### src/rtl/webfpga_button_events.sv
// Turns a debounced button level into single-cycle press, release, long-press
// and auto-repeat strobes, plus a held flag and a wrapping press counter.
module webfpga_button_events #(
    parameter int unsigned LONG_CYCLES   = 12000000,
    parameter int unsigned REPEAT_CYCLES = 3000000,
    parameter int unsigned CNT_W         = 24
) (
    input  logic       clk,
    input  logic       reset,
    input  logic       in_level,
    output logic       press_pulse,
    output logic       release_pulse,
    output logic       long_pulse,
    output logic       repeat_pulse,
    output logic       held,
    output logic [7:0] press_count
);

    typedef enum logic [1:0] {
        S_ARM     = 2'd0,
        S_IDLE    = 2'd1,
        S_PRESSED = 2'd2,
        S_LONG    = 2'd3
    } state_e;

    localparam logic [CNT_W-1:0] LONG_LAST   = CNT_W'(LONG_CYCLES - 1);
    localparam logic [CNT_W-1:0] REPEAT_LAST = CNT_W'(REPEAT_CYCLES - 1);

    state_e           state_q, state_d;
    logic             prev_level_q;
    logic [CNT_W-1:0] cnt_q, cnt_d;
    logic [7:0]       count_q, count_d;
    logic             press_q, press_d;
    logic             release_q, release_d;
    logic             long_q, long_d;
    logic             repeat_q, repeat_d;
    logic             rise, fall;

    assign rise = in_level & ~prev_level_q;
    assign fall = ~in_level & prev_level_q;

    always_ff @(posedge clk or posedge reset) begin
        if (reset) begin
            state_q      <= S_ARM;
            prev_level_q <= 1'b0;
            cnt_q        <= '0;
            count_q      <= 8'd0;
            press_q      <= 1'b0;
            release_q    <= 1'b0;
            long_q       <= 1'b0;
            repeat_q     <= 1'b0;
        end else begin
            state_q      <= state_d;
            prev_level_q <= in_level;
            cnt_q        <= cnt_d;
            count_q      <= count_d;
            press_q      <= press_d;
            release_q    <= release_d;
            long_q       <= long_d;
            repeat_q     <= repeat_d;
        end
    end

    // A release is checked before the timer so it wins a same-cycle collision.
    always_comb begin
        state_d   = state_q;
        cnt_d     = cnt_q;
        count_d   = count_q;
        press_d   = 1'b0;
        release_d = 1'b0;
        long_d    = 1'b0;
        repeat_d  = 1'b0;
        case (state_q)
            S_ARM: begin
                state_d = S_IDLE;
                cnt_d   = '0;
            end
            S_IDLE: begin
                if (rise) begin
                    state_d = S_PRESSED;
                    press_d = 1'b1;
                    cnt_d   = '0;
                    count_d = count_q + 8'd1;
                end
            end
            S_PRESSED: begin
                if (fall) begin
                    state_d   = S_IDLE;
                    release_d = 1'b1;
                    cnt_d     = '0;
                end else if (cnt_q == LONG_LAST) begin
                    state_d = S_LONG;
                    long_d  = 1'b1;
                    cnt_d   = '0;
                end else begin
                    cnt_d = cnt_q + CNT_W'(1);
                end
            end
            S_LONG: begin
                if (fall) begin
                    state_d   = S_IDLE;
                    release_d = 1'b1;
                    cnt_d     = '0;
                end else if (cnt_q == REPEAT_LAST) begin
                    repeat_d = 1'b1;
                    cnt_d    = '0;
                end else begin
                    cnt_d = cnt_q + CNT_W'(1);
                end
            end
            default: begin
                state_d = S_ARM;
                cnt_d   = '0;
            end
        endcase
    end

    always_comb begin
        press_pulse   = press_q;
        release_pulse = release_q;
        long_pulse    = long_q;
        repeat_pulse  = repeat_q;
        held          = (state_q == S_PRESSED) || (state_q == S_LONG);
        press_count   = count_q;
    end

endmodule

### config.mk
export PLATFORM = sky130hd
export DESIGN_NAME = webfpga_button_events
export DESIGN_NICKNAME = d
export VERILOG_FILES = /design/src/rtl/webfpga_button_events.sv
export SDC_FILE = /design/constraint.sdc
export NUM_CORES = 1
export LEC_CHECK = 0
export BUFFER_PORTS_ARGS = -buffer_cell sky130_fd_sc_hd__buf_2
export CORE_UTILIZATION = 60
export DETAILED_ROUTE_END_ITERATION = 8
export GPL_ROUTABILITY_DRIVEN = 0
export GPL_TIMING_DRIVEN = 0
export PLACE_DENSITY = 0.8
export SYNTH_ARGS = -nofsm -noshare
export SYNTH_HDL_FRONTEND = slang
export SYNTH_SLANG_ARGS = --single-unit
### constraint.sdc
create_clock -name clk -period 6.31 [get_ports clk]
set_input_delay 1.262 -clock clk [delete_from_list [all_inputs] [get_ports clk]]
set_output_delay 1.262 -clock clk [all_outputs]
set_load 0.01 [all_outputs]
==> summary.txt <==
Hold Buf Count CTS -> 0
First-pass GRT wire length -> 7390 um
Period utilization -> 44.0%
M1 GR Usage -> 33.6%
Layout Skew -> 22.0 ps
Main synth FF type -> dfrtp_1
Critical path endpoint category -> primary output
Crit-path max FO -> 4
Clock Latency Late Sink -> 360 ps
Synth cell types -> 42
Vias in the first global route -> 1,654
Critical path's largest stage delay -> 420 ps
Starting density of the core -> 64.8%
Synth Register Bits -> 39
N_diodes -> 0
GR Util All Layers -> 27.9%
# IOs -> 16
Worst-path clk slew -> 130 ps
GR Util met2 -> 48.4%
Slew Viols, Final -> 0
Fill cells -> 256
Most frequent cell after synthesis -> dfrtp_1
CTS Buf Count -> 5
Max Cap Viol -> 0
Final ANT Viol Nets -> 0
Die X -> 60.4 um
Commonest cells post-synth -> 39 x dfrtp_1, 30 x nor2_1, 21 x nand2_1
Crit path DAT -> 1510 ps
Required time of the critical path -> 5050 ps
Rel. slew slack -> 54.1%
Post-synthesis cell area -> 2040 sq um
Status -> complete, no violations
Placed instance area -> 2200 sq um
Top cell family by delay on the critical path -> flip-flops
Clock Tree Buf Depth -> 2
Sequential share of the synthesized area -> 47.7%
EDFF count, synth -> 0
Die area -> 3650 sq um
Final net count -> 237
CP Launch Type -> flop
Final wirelength -> 4290 um
Synthesis-to-finish area growth -> 11.3%
Rows -> 20
Met3 Usage GRT -> 6.82%
Worst hold path class -> flop to flop
Total congestion overflow -> 0
Setup Fix Bufs, Post-CTS -> 0
Design area -> 2270 sq um
Number of synthesis warnings -> 0
Bufs and invs on worst path -> 2
Syn_nets -> 214
Slowest cell on the critical path -> dfrtp_1
Synth top area cells -> dfrtp_1 48%, xnor2_1 7.7%, nor2_1 5.5%
Pre-antenna DRT Iters -> 4
Clock Sinks -> 39
Leakage -> 0.979 nW
Final Hold Fails -> 0
Via density -> 5.89
Asr flop ratio synth -> 100%
Height of the chip -> 60.4 um
Synth area leader -> dfrtp_1
Largest net degree at the start of global routing -> 25
Clock root cell -> clkbuf_4
Initial antenna violation count -> 0
Syn Inst Count -> 205
Critical path class -> flop to primary output
Final Critical Period -> 2770 ps
Iter 0 DRT Violations -> 99
RSZ-0062 raised after global routing -> no
Critical Path, Cell by Cell -> inv_1 > ha_1 > or2_2 > buf_2
PD cells -> 294 nW/um^2
Peak VDD IR -> 0.000143 V
Worst Max-Slew Pin Slew -> 688 ps
Core ar. -> 3150 sq um
Input/output buffers -> 15
GRT busiest layer -> met2
Syn Area/Cell -> 9.97 sq um
Layout cell share with drive strength beyond 1 -> 15.3%
Achievable Freq -> 360 MHz
Top-area cell type share of the netlist area -> 47.7%
Via count -> 1,607
Setup TNS -> 0 ps
Resize count post-CTS -> 0
Setup violations, final -> 0
Drt drc -> 0
DR WL/cell -> 15.7 um
H-tree depth -> 2
DP HPWL -> 3240 um
CTS tree -> done
-- kinds of logic after synthesis --
family	synth area share [%]
adder cells (fa/ha/maj)	3.67
flip-flops	47.7
AO/OA/AOI/OAI	6.92
multiplexers	1.59
XOR/XNOR	11.1
AND/OR/NAND/NOR	26.9
buffers and inverters	2.02
-- stage by stage --
step / cells / util, % / setup WS [ps] / hold slack [ps] / power [W]
2_1_floorplan: 205 / - / 3730 / 497 / 0.000457
3_5_place_dp: 265 / 69.8 / 3290 / 462 / 0.000525
5_1_grt: 273 / 72.1 / 3480 / 495 / 0.000713
3_3_place_gp: 264 / 69.0 / 3310 / 456 / 0.000504
6_report: 273 / 72.1 / 3540 / 471 / 0.000668
4_1_cts: 273 / 72.1 / 3540 / 478 / 0.000671
-- flip-flops by register name, indices dropped and copies added, names as in the netlist --
register       cells
press_count        8
cnt_q             24
prev_level_q       1
long_pulse         1
press_pulse        1
state_q            2
release_pulse      1
repeat_pulse       1
-- metal layers --
layer	part of all wire, %	vias to the layer above
li1	-	766
met3	4.2	10
met1	41	785
met2	53	46
met4	1.7	0
met5	0	-
-- cells in the final DEF (no fill, tap or decap), types with 4 or more instances in the layout --
master    netlist  routed
dfrtp_1        39      39
nor2_1         30      30
nand2_1        21      21
xnor2_1        18      18
buf_2           0      15
nand3_1        10      10
nand4_1         8       8
xor2_1          8       8
inv_1           6       6
ha_1            6       6
nor4_1          5       5
a21oi_1         5       5
clkbuf_4        0       5
nand4b_1        4       4
nor3_1          4       4
nand2b_1        4       4
and3_1          4       4
-- where the power goes --
part | internal, W | switching [W]
sequential | 0.000277 | 0.0000337
combinational | 0.0000838 | 0.000124
clock | 0.0000652 | 0.0000838
total | 0.000426 | 0.000242
-- final timing paths --
path,from,endpoint,slack (ps),cells after the start
max in group asynchronous,reset,cnt_q[7],4770,3
min in group asynchronous,reset,cnt_q[23],980,2
hold / removal,press_count[7],press_count[7],470,1
hold reg to reg,press_count[7],press_count[7],470,1
setup reg to reg,cnt_q[0],cnt_q[14],3920,7
setup / recovery,state_q[0],held,3540,4
-- cell type report --
| cell class | instances | area (sq um) | area share (%) |
|---|---|---|---|
| Multi-Input combinational cell | 157 | 1030 | 45.2 |
| Sequential cell | 39 | 976 | 42.9 |
| Timing Repair Buffer | 16 | 103 | 4.51 |
| Clock buffer | 7 | 65.1 | 2.86 |
| Tap cell | 44 | 55.1 | 2.42 |
| Inverter | 6 | 22.5 | 0.990 |
| Buffer | 3 | 18.8 | 0.825 |
| Clock inverter | 1 | 7.51 | 0.330 |
(Power assumes the default switching activity.)
